$ cat config.mk
export PLATFORM = sky130hd
export DESIGN_NAME = seq_divider
export DESIGN_NICKNAME = d
export VERILOG_FILES = /design/src/rtl/seq_divider.sv
export SDC_FILE = /design/constraint.sdc
export NUM_CORES = 1
export LEC_CHECK = 0
export CAP_MARGIN = 20
export CORE_ASPECT_RATIO = 1.75
export CORE_MARGIN = 10
export CORE_UTILIZATION = 35
export DETAILED_ROUTE_END_ITERATION = 10
export DONT_BUFFER_PORTS = 1
export PLACE_DENSITY = 0.52
export SYNTH_ARGS = -nofsm -noshare
export SYNTH_HDL_FRONTEND = slang
export SYNTH_SLANG_ARGS = --single-unit
$ cat constraint.sdc
create_clock -name clk -period 4.25 [get_ports clk]
set_clock_uncertainty 0.2 [all_clocks]
set_input_delay 0.85 -clock clk [delete_from_list [all_inputs] [get_ports clk]]
set_output_delay 0.85 -clock clk [all_outputs]
set_load 0.01 [all_outputs]
$ cat src/rtl/seq_divider.sv
// seq_divider: multi-cycle restoring divider for DIV/DIVU (LO = quotient, HI = remainder).
// Ports:
//   clk        - clock, all state changes on rising edge
//   rst        - asynchronous active-low reset
//   Start      - request a divide (sampled only in IDLE)
//   Signed     - 1 = two's complement divide, 0 = unsigned (sampled with Start)
//   Dividend   - numerator (sampled with Start)
//   Divisor    - denominator (sampled with Start)
//   Busy       - high whenever the FSM is not in IDLE
//   Done       - one-cycle pulse, results valid in that cycle
//   Quotient   - LO result, held until the next Done
//   Remainder  - HI result, held until the next Done
//   DivByZero  - divide-by-zero flag of the last completed operation
module seq_divider #(
  parameter int unsigned WIDTH = 32
) (
  input  logic             clk,
  input  logic             rst,
  input  logic             Start,
  input  logic             Signed,
  input  logic [WIDTH-1:0] Dividend,
  input  logic [WIDTH-1:0] Divisor,
  output logic             Busy,
  output logic             Done,
  output logic [WIDTH-1:0] Quotient,
  output logic [WIDTH-1:0] Remainder,
  output logic             DivByZero
);

  localparam int unsigned CW = $clog2(WIDTH + 1);
  localparam int unsigned RW = WIDTH + 1;

  typedef enum logic [1:0] {
    IDLE = 2'd0,
    RUN  = 2'd1,
    FIX  = 2'd2
  } state_t;

  state_t           state, state_nxt;
  logic [CW-1:0]    cnt, cnt_nxt;
  logic [WIDTH-1:0] rem, rem_nxt;
  logic [WIDTH-1:0] quo, quo_nxt;
  logic [WIDTH-1:0] dvs, dvs_nxt;
  logic             sign_q, sign_q_nxt;
  logic             sign_r, sign_r_nxt;
  logic             zero, zero_nxt;

  logic             busy_nxt;
  logic             done_nxt;
  logic             dbz_nxt;
  logic [WIDTH-1:0] quotient_nxt;
  logic [WIDTH-1:0] remainder_nxt;

  logic [WIDTH-1:0] dividend_mag;
  logic [WIDTH-1:0] divisor_mag;
  logic [RW-1:0]    shifted;
  logic [RW-1:0]    trial;

  // Operand magnitudes; abs(most negative) wraps to itself and is read as unsigned.
  always_comb begin
    dividend_mag = (Signed && Dividend[WIDTH-1]) ? -Dividend : Dividend;
    divisor_mag  = (Signed && Divisor[WIDTH-1])  ? -Divisor  : Divisor;
  end

  // One restoring step: the trial subtract is one bit wider so it never wraps.
  always_comb begin
    shifted = {rem, quo[WIDTH-1]};
    trial   = shifted - {1'b0, dvs};
  end

  // Next-state, datapath and output logic.
  always_comb begin
    state_nxt     = state;
    cnt_nxt       = cnt;
    rem_nxt       = rem;
    quo_nxt       = quo;
    dvs_nxt       = dvs;
    sign_q_nxt    = sign_q;
    sign_r_nxt    = sign_r;
    zero_nxt      = zero;
    done_nxt      = 1'b0;
    dbz_nxt       = DivByZero;
    quotient_nxt  = Quotient;
    remainder_nxt = Remainder;

    case (state)
      IDLE: begin
        if (Start) begin
          cnt_nxt = '0;
          rem_nxt = '0;
          if (Divisor == '0) begin
            // Keep the raw dividend in quo; it becomes the remainder in FIX.
            quo_nxt    = Dividend;
            dvs_nxt    = '0;
            sign_q_nxt = 1'b0;
            sign_r_nxt = 1'b0;
            zero_nxt   = 1'b1;
            state_nxt  = FIX;
          end else begin
            quo_nxt    = dividend_mag;
            dvs_nxt    = divisor_mag;
            sign_q_nxt = Signed & (Dividend[WIDTH-1] ^ Divisor[WIDTH-1]);
            sign_r_nxt = Signed & Dividend[WIDTH-1];
            zero_nxt   = 1'b0;
            state_nxt  = RUN;
          end
        end
      end

      RUN: begin
        if (!trial[RW-1]) begin
          rem_nxt = trial[WIDTH-1:0];
          quo_nxt = {quo[WIDTH-2:0], 1'b1};
        end else begin
          rem_nxt = shifted[WIDTH-1:0];
          quo_nxt = {quo[WIDTH-2:0], 1'b0};
        end
        cnt_nxt = cnt + CW'(1);
        if (cnt == CW'(WIDTH - 1)) begin
          state_nxt = FIX;
        end
      end

      FIX: begin
        if (zero) begin
          quotient_nxt  = '1;
          remainder_nxt = quo;
        end else begin
          quotient_nxt  = sign_q ? -quo : quo;
          remainder_nxt = sign_r ? -rem : rem;
        end
        dbz_nxt   = zero;
        done_nxt  = 1'b1;
        state_nxt = IDLE;
      end

      default: begin
        state_nxt = IDLE;
      end
    endcase

    busy_nxt = (state_nxt != IDLE);
  end

  // State, datapath and registered outputs.
  always_ff @(posedge clk or negedge rst) begin
    if (!rst) begin
      state     <= IDLE;
      cnt       <= '0;
      rem       <= '0;
      quo       <= '0;
      dvs       <= '0;
      sign_q    <= 1'b0;
      sign_r    <= 1'b0;
      zero      <= 1'b0;
      Busy      <= 1'b0;
      Done      <= 1'b0;
      DivByZero <= 1'b0;
      Quotient  <= '0;
      Remainder <= '0;
    end else begin
      state     <= state_nxt;
      cnt       <= cnt_nxt;
      rem       <= rem_nxt;
      quo       <= quo_nxt;
      dvs       <= dvs_nxt;
      sign_q    <= sign_q_nxt;
      sign_r    <= sign_r_nxt;
      zero      <= zero_nxt;
      Busy      <= busy_nxt;
      Done      <= done_nxt;
      DivByZero <= dbz_nxt;
      Quotient  <= quotient_nxt;
      Remainder <= remainder_nxt;
    end
  end

endmodule

* Word level (Yosys, flattened, before mapping)
Cells that the tools add are included.
Cells by class: $add $sub $neg 6, eq/ne operators 4, mux-type cells 24, bitwise gates (word level) 3, reduce and logical (&&, ||, !) cells 8
Operators by type and width (number):
- 2-to-1 mux 32 bit | 11
- negator 32 bit | 4
- one-hot mux 32 bit (2 select lines) | 2
- subtractor 33 x 32 -> 33 bit | 1
- zero test 32 bit | 1
- one-hot mux 6 bit (2 select lines) | 1
- adder 6 x 1 -> 6 bit, second input constant | 1
- == test 6 x 5 -> 1 bit, second input constant | 1
- 2-to-1 mux 2 bit | 3
- 2-to-1 mux 6 bit | 1
- 2-to-1 mux 1 bit | 5
- one-hot mux 2 bit (2 select lines) | 1
- AND reduction 2 bit | 2
- nonzero test 2 bit | 2
- bitwise AND 1 bit | 2
- == test 2 x 1 -> 1 bit, second input constant | 1
- == test 2 bit, second input constant | 1
- logical AND 1 bit | 2
- zero test 2 bit | 1
- != test 2 bit, second input constant | 1
- XOR 1 bit | 1
Storage, ports and cells: register bits after elaboration 174, output and inout bits 67, word-level logic and storage cells 58

* Logic depth before layout (Yosys ltp)
Gate-level depths: netlist of the first run.
depth in word-level cells 5, mapped depth 14, depth with buffers taken out 12

* Least setup slack after synthesis of the first run
Ideal clock, no wire load.
kind input-to-reg, start input port Dividend[16], end register quo[29], arrival time 3.150 ns, required time 3.918 ns, setup slack 0.768 ns, stages on the path 7, path through or3_1 > or4_1 > or4_4 > or4_1 > o41ai_2 > xor2_1 > o21ai_1
On the way: word-level cells in the longest chain between the ends 5
RTL lines:
- from (decl) | line 21 | input logic [WIDTH-1:0] Dividend,
- negator 32 bit | line 61 | dividend_mag = (Signed && Dividend[WIDTH-1]) ? -Dividend : Dividend;
- 2-to-1 mux 32 bit | line 61
- 2-to-1 mux 32 bit | line 91 | if (Divisor == '0) begin
- 2-to-1 mux 32 bit | line 88 | if (Start) begin
- one-hot mux 32 bit (2 select lines) | line 86 | case (state)
- to (signal assigned) | line 165 | quo <= quo_nxt;
- to (decl) | line 42 | logic [WIDTH-1:0] quo, quo_nxt;
No other way between the ends. The select of a mux whose other input is x is not followed. A chain may end at the register's enable or synchronous reset.

* Worst setup path after layout of the first run
start register rem[16], end register Remainder[31]
On the way: word-level cells in the longest chain between the ends 3
RTL lines:
- from (decl) | line 41 | logic [WIDTH-1:0] rem, rem_nxt;
- from (signal assigned) | line 164 | rem <= rem_nxt;
- negator 32 bit | line 130 | remainder_nxt = sign_r ? -rem : rem;
- 2-to-1 mux 32 bit | line 130
- 2-to-1 mux 32 bit | line 125 | if (zero) begin
- to (signal assigned) | line 174 | Remainder <= remainder_nxt;
- to (decl) | line 26 | output logic [WIDTH-1:0] Remainder,
No other way between the ends.

==> results of run 1 <==
[power by group through the flow]
| stage | clock, W | sequential [W] | combinational (W) |
|---|---|---|---|
| floorplan | 0 | 0.00275 | 0.00475 |
| finish | 0.00171 | 0.00308 | 0.00617 |
| global route | 0.00181 | 0.00317 | 0.00700 |
| detailed placement | 0 | 0.00311 | 0.00621 |
| global placement | 0 | 0.00309 | 0.00616 |
| CTS | 0.00175 | 0.00308 | 0.00624 |
[per-stage QoR]
step	power, W	hold WS (ns)	util (%)	cells	setup slack [ns]
3_5_place_dp	0.00932	0.270	36.7	1698	0.349
5_1_grt	0.0120	-0.127	38.8	1732	0.401
6_report	0.0110	-0.111	38.8	1733	0.719
2_1_floorplan	0.00750	0.250	-	1342	0.768
3_3_place_gp	0.00926	0.264	36.7	1698	0.375
4_1_cts	0.0111	-0.132	38.7	1730	0.653
[cell families after synthesis]
logic type / synth area share, %
buffers and inverters: 4.57
AO/OA/AOI/OAI: 23.1
multiplexers: 2.20
flip-flops: 38.3
adder cells (fa/ha/maj): 4.24
XOR/XNOR: 11.3
AND/OR/NAND/NOR: 16.3
[cells in the mapped netlist, types with 6 or more instances]
master and number:
a31oi_1 8, buf_1 8, o41ai_2 6, mux2i_1 25, xnor2_1 58, inv_1 51, a21oi_1 122, xor2_1 89
nand2b_1 14, o211ai_1 7, clkbuf_1 62, a22oi_1 27, nor4_1 7, nand2_1 152, o21ai_0 143, nor3_1 14
a32oi_1 10, o31ai_2 8, or4_1 13, o21ai_1 40, nor2_1 109, ha_1 37, nand4_1 10, or2_2 6
nand3_1 22, o31ai_1 15, o22ai_1 7, or3_1 11, o41ai_1 8, dfrtp_1 174
[worst min-delay path by stage]
stage	start	endpoint	slack, ns
after floorplan	dvs[10]	dvs[10]	0.25
after global placement	dvs[19]	dvs[19]	0.26
after detailed placement	dvs[12]	dvs[12]	0.27
after CTS	rst	rem[5]	-0.13
after global routing	rst	rem[5]	-0.13
final	rst	rem[5]	-0.11
[flip-flops by register name, summed over array words and instances, names as in the netlist]
| signal | count |
|---|---|
| sign_q | 1 |
| DivByZero | 1 |
| Quotient | 32 |
| sign_r | 1 |
| zero | 1 |
| Remainder | 32 |
| quo | 32 |
| Done | 1 |
| cnt | 6 |
| state | 2 |
| Busy | 1 |
| rem | 32 |
| dvs | 32 |
[per-layer routing]
metal	part of all wire [%]	routed length, um	track usage (%)	up-vias
met4	3.4	1160	7.68	0
met1	36	12200	16.8	4404
li1	-	-	-	4698
met3	4.9	1680	3.22	39
met5	0	0	0	-
met2	56	19200	32.7	165
[what timing repair did]
action / CTS / global route
resized for setup: 0 / 0
endpoints found under the hold margin: 174 / 174
setup endpoints to repair: 0 / 0
[cell type report]
cell class | count | area (um^2)
repair buffers | 35 | 290
clock buffers | 24 | 512
clock inverters | 8 | 128
diodes | 1 | 2.50
well taps | 400 | 500
inverters | 53 | 199
flip-flops and latches | 174 | 4360
multi-input cells | 1038 | 6520
fillers | 3314 | 19700
[worst max-delay path, cell delays in order (launching register included)]
cell and delay (ns):
dfrtp_1 0.45, or3_1 0.44, or4_1 0.43, or2_1 0.26, or4_1 0.61, o41ai_2 0.30
xor2_1 0.23, nor2_1 0.06, a21oi_1 0.31, o21ai_1 0.10
==> metrics.md, run 1 <==
| Metric | Value |
|---|---|
| Achievable frequency | 283 MHz |
| CTS Buf Count | 17 |
| CP endpoint | Remainder[31] |
| Critical Path Source | rem[16] |
| Placed Area | 0.0118 mm^2 |
| Initial DRC Count | about 450 |
| Critical path arrival | 3.64 ns |
| Power Dens Cells | 877 mW/mm^2 |
| Max clock buf depth | 2 |
| Die Footprint | 0.0404 mm^2 |
| CORE AREA | 0.0322 mm^2 |
| Routability cong. | ~0.9 |
| Post-synth top area share | a little under two fifths |
| Initial Utilization | 35.3% |
| Layout cells sized above 1 | between 7 and 8% |
| Post-Syn Area | 0.0114 mm^2 |
| Sequential fraction of the synthesis area | between 30% and 40% |
| Initial antenna violation count | 0 |
| First-pass GRT wire length | 53.4 mm |
| First drt pass iteration count | 4 |
| Ys flop type | dfrtp_1 |
| CP max FO | 6 |
| Final Cell Area | between 0.01 and 0.015 mm^2 |
| Ys Warns | 0 |
| Max Cap Viol | 0 |
| Worst hold path class | in -> async |
| Worst r2r src | rem[16] |
| P_sw | 0.00497 W |
| Reg power frac | 28.1% |
| Final net count | approximately 1,400 |
| Most frequent cells in the layout | dfrtp_1 (173), nand2_1 (152), o21ai_0 (143) |
| Fin crit share | 83.1% |
| Maximum vdd drop | 302 uV |
| Worst-Margin Slew | 0.964 ns |
| Largest cells by area after synthesis | dfrtp_1 (38%), xor2_1 (6.9%), o21ai_0 (6.3%) |
| Setup bufs post-CTS | 0 |
| Synthesized flop and latch total | approximately 170 |
| Vias per inst | 5.37 |
| Net Sw Frac | ~45% |
| Startpoint types | flop |
| Clock Latency Late Sink | roughly 0.45 ns |
| Most common cell after layout, fill and taps aside | dfrtp_1 |
| Number of synthesized flops with an enable pin | 0 |
| Die H | 259 um |
| Worst R2R End | Remainder[31] |
| Synth async-reset ratio | between 90% and 100% |
| # setup viols final | 0 |
| Combinational Power Share | 56.3% |
| R2R Setup Slk | 0.72 ns |
| WL/cell | 19.7 um |
| Power share of the clock group | 15.6% |
| Final Hold Slack | -0.111 ns |
| Leakage | 5.25 nW |
| Post-DP HPWL | 26.7 mm |
| Worst Path Required | around 4.4 ns |
| Site Rows | 87 |
| Failing checks | hold timing |
| Crit path kind | reg -> reg |
| Relative slew slack | between 30% and 40% |
| CP endpoint kind | flop |
| Area leader, netlist | dfrtp_1 |
| Status | finished, violations left |
| Cell variety after synth | 68 |
| Fin crit period | between 3 and 4 ns |
| Via count | 9,306 |
| Hold Fails Final Rpt | roughly 170 |
| Remaining antenna violation count | 0 |
| Root buffer cell | clkbuf_16 |
| All-Layer GR Usage | between 15 and 20% |
| Routed wire length | 34.2 mm |
| Syn_area_per_cell | 8.48 um^2 |
| P&R area growth vs syn | 9.91% |
| Net Count, Synth | 1,448 |
| RSZ-0062 raised after global routing | no |
| Reg2reg path depth | 9 |
| Post-Synthesis Cells | 1,342 |
| Largest net degree at the start of global routing | around 180 |
| Int Power | roughly 0.0060 W |
| # clock sinks | 174 |
| Die X | 156 um |
| Drt drc | 0 |
| CTS H-Tree Depth | 4 |
| Fin. max-slew vios | 0 |
| Setup TNS | 0 ns |
| Global-route congestion overflow total | 0 |
| Clk pin slew, worst setup/hold paths | around 0.07 ns |
| Port bufs | 0 |
| Vias in the first global route | 9,416 |
| # IOs | 135 |
| CTS tree | built |
(Power assumes the default switching activity.)
==> run 2, diff against run 1 <==
PLACE_DENSITY = 0.54   (was 0.52)
clock period = 3.2 ns   (was 4.25 ns; I/O delays follow)
==> run 2 against run 1 <==
The flow finishes with violations (hold timing, setup timing). Core utilization grew 3.2 points. Largest cell class unchanged. Critical path depth up 1. Clock-buffer cell count fell by 4. Final area rose by 8.2%. First-iteration DRC count down 13%. Via count is 6.5% higher. Sequential cell count stayed put. Die area did not move. Total power grew 47%. Largest power group unchanged. Global-route usage grew 0.92 points.
==> metrics.md, run 2 (synthesis gave the netlist of run 1 again) <==
| Metric | Value |
|---|---|
| Global-route congestion overflow total | 0 (unchanged) |
| Most frequent cells in the layout | dfrtp_1 (173), nand2_1 (151), buf_4 (148) |
| Worst hold path class | in -> async |
| Achievable frequency | 308 MHz (+8.9%) |
| P&R area growth vs syn | 18.9% |
| RSZ-0062 raised after global routing | yes |
| Max Cap Viol | 0 (unchanged) |
| Via count | 9,909 (+6.5%) |
| First drt pass iteration count | 4 (unchanged) |
| Routability cong. | 0.884 (-1.7%) |
| Routed wire length | 35.7 mm (+4.4%) |
| CTS tree | built |
| Clk pin slew, worst setup/hold paths | 0.07 ns (about the same) |
| Site Rows | 87 (unchanged) |
| WL met3 | 1.79 mm (+6.2%) |
| Initial DRC Count | 395 (-13%) |
| CORE AREA | 0.0322 mm^2 (unchanged) |
| First-pass GRT wire length | 56.4 mm (+5.6%) |
| Status | finished, violations left |
| Clock Latency Late Sink | 0.46 ns (about the same) |
| Drt drc | 0 (unchanged) |
| Root buffer cell | clkbuf_16 |
| Hold Fails Final Rpt | 174 (unchanged) |
| Worst Path Required | 3.33 ns (-1.02 ns) |
| Met2 wire len | 20.0 mm (+4.3%) |
| Diode count | 0 (-1) |
| Non-filler cells in the finished layout | 1,850 (+6.8%) |
| Layout cells sized above 1 | 17.2% (+9.6 points) |
| Worst-Margin Slew | 0.859 ns (-0.104 ns) |
| Initial antenna violation count | 0 (unchanged) |
| # setup viols final | 1 (+1) |
| Vias in the first global route | 10,100 (+7.3%) |
| Die H | 259 um (unchanged) |
| # clock sinks | 174 (unchanged) |
| Final Util | 42.0% (+3.2 points) |
| Placed Area | 0.0127 mm^2 (+7.5%) |
| Crit path kind | reg -> reg |
| Most common cell after layout, fill and taps aside | dfrtp_1 |
| Largest net degree at the start of global routing | 175 (unchanged) |
| Startpoint types | flop |
| Leakage | 5.84 nW (+11%) |
| Fin. max-slew vios | 0 (unchanged) |
| All-Layer GR Usage | 17.9% (+0.92 points) |
| Highest Signal Layer | met4 |
| Post-DP HPWL | 27.9 mm (+4.5%) |
| Fillers | 3,246 (-2.1%) |
| Metal-1 WL | 12.8 mm (+5.1%) |
| Area of the multi-input gates | 0.00668 mm^2 (+2.5%) |
| Maximum vdd drop | 611 uV (+100%) |
| FF+latch area | 0.00436 mm^2 (unchanged) |
| Port bufs | 0 (unchanged) |
| Vias per inst | 5.36 (-0.25%) |
| Final Cell Area | 0.0135 mm^2 (+8.2%) |
| WL/cell | 19.3 um (-2.2%) |
| Relative slew slack | 42.7% (+7.0 points) |
| Fin crit period | 3.24 ns (-0.289 ns) |
| Remaining antenna violation count | 0 (unchanged) |
| Final net count | 1,543 (+8.3%) |
| Max clock buf depth | 2 (unchanged) |
| Fin crit share | 101% (+18 points) |
| Failing checks | hold timing, setup timing |
| Critical path arrival | 3.37 ns (-0.27 ns) |
| Die X | 156 um (unchanged) |
| Power Dens Cells | 1190 mW/mm^2 (+36%) |
| Initial Utilization | 35.3% (unchanged) |
| CTS H-Tree Depth | 4 (unchanged) |
| # IOs | 135 (unchanged) |
| Placed Cells | 1,811 (+6.7%) |
| CP max FO | 3 (-3) |
| Die Footprint | 0.0404 mm^2 (unchanged) |
| Final Hold Slack | -0.311 ns (-0.200 ns) |
| Pre-CTS WS | -0.232 ns (-0.581 ns) |
| Worst setup slack after layout | -0.0418 ns (-0.761 ns) |
| CTS Buf Count | 17 (unchanged) |
| CP endpoint kind | flop |
-- run 2: changes by cell type in the layout (fill, tap and decap cells not counted), moves of 4 or more --
cell / previous run / this run
clkbuf_8: 6 / 2
o21ai_0: 143 / 136
o21ai_2: 1 / 6
a21oi_2: 0 / 5
or4_1: 13 / 9
buf_4: 33 / 148
or4_4: 2 / 6
a21oi_1: 122 / 116
-- run 2: layout make-up --
cell class                 count  area share (%)
inverter                      53            1.47
tap                          400            3.70
clock inverter                12            1.01
timing repair buffer         153            8.85
multi-input combinational   1038            49.4
clock buffer                  20            3.38
sequential                   174            32.2
-- run 2: layer usage --
| metal | global-route usage [%] | up-vias |
|---|---|---|
| li1 | - | 4939 |
| met1 | 17.8 | 4750 |
| met2 | 34.3 | 175 |
| met3 | 3.90 | 45 |
| met4 | 7.55 | 0 |
| met5 | 0 | - |
-- run 2: timing repair --
action                                 in CTS  in global routing
setup endpoints to repair                  38                 43
setup buffers                               0                  6
pin swaps                                   5                  5
gates resized for setup                    13                 30
endpoints found under the hold margin     174                174
-- run 2: final timing paths --
path                                   from            end  slack (ns)  cells past startpoint
max in group asynchronous               rst    Quotient[2]        2.73                      0
worst min register to register       dvs[5]         dvs[5]        0.28                      2
worst max-delay path                rem[15]  Remainder[31]       -0.04                     10
worst max register to register      rem[15]  Remainder[31]       -0.04                     10
worst min-delay path                    rst         rem[6]       -0.31                      0
min in group clk                Divisor[31]        dvs[31]        0.14                      2
-- run 2: metrics by stage --
| step | total power [W] | setup TNS, ns |
|---|---|---|
| finish | 0.0162 | -0.0418 |
| global route | 0.0176 | -0.353 |
| CTS | 0.0159 | -0.153 |
| detailed placement | 0.0137 | -3.93 |
| global placement | 0.0135 | -2.54 |
| floorplan | 0.00997 | -0.544 |
-- run 2: power breakdown --
group	switching (W)	internal [W]
logic	0.00520	0.00488
registers	0.000942	0.00299
clock network	0.000947	0.00120
-- run 2: critical path: stages, from the launching register on --
cell     delay [ns]
dfrtp_1        0.41
or3_4          0.38
or4_4          0.43
or2_1          0.24
or4_4          0.52
o41ai_4        0.25
xor2_1         0.27
nor2_1         0.07
a21oi_1        0.15
buf_4          0.16
o21ai_2        0.05
==> run 3, diff against run 2 <==
HOLD_SLACK_MARGIN = 0.12   (was unset)
==> results of run 3 <==
Same layout as run 2: the final DEF is identical, and so are final timing and power.
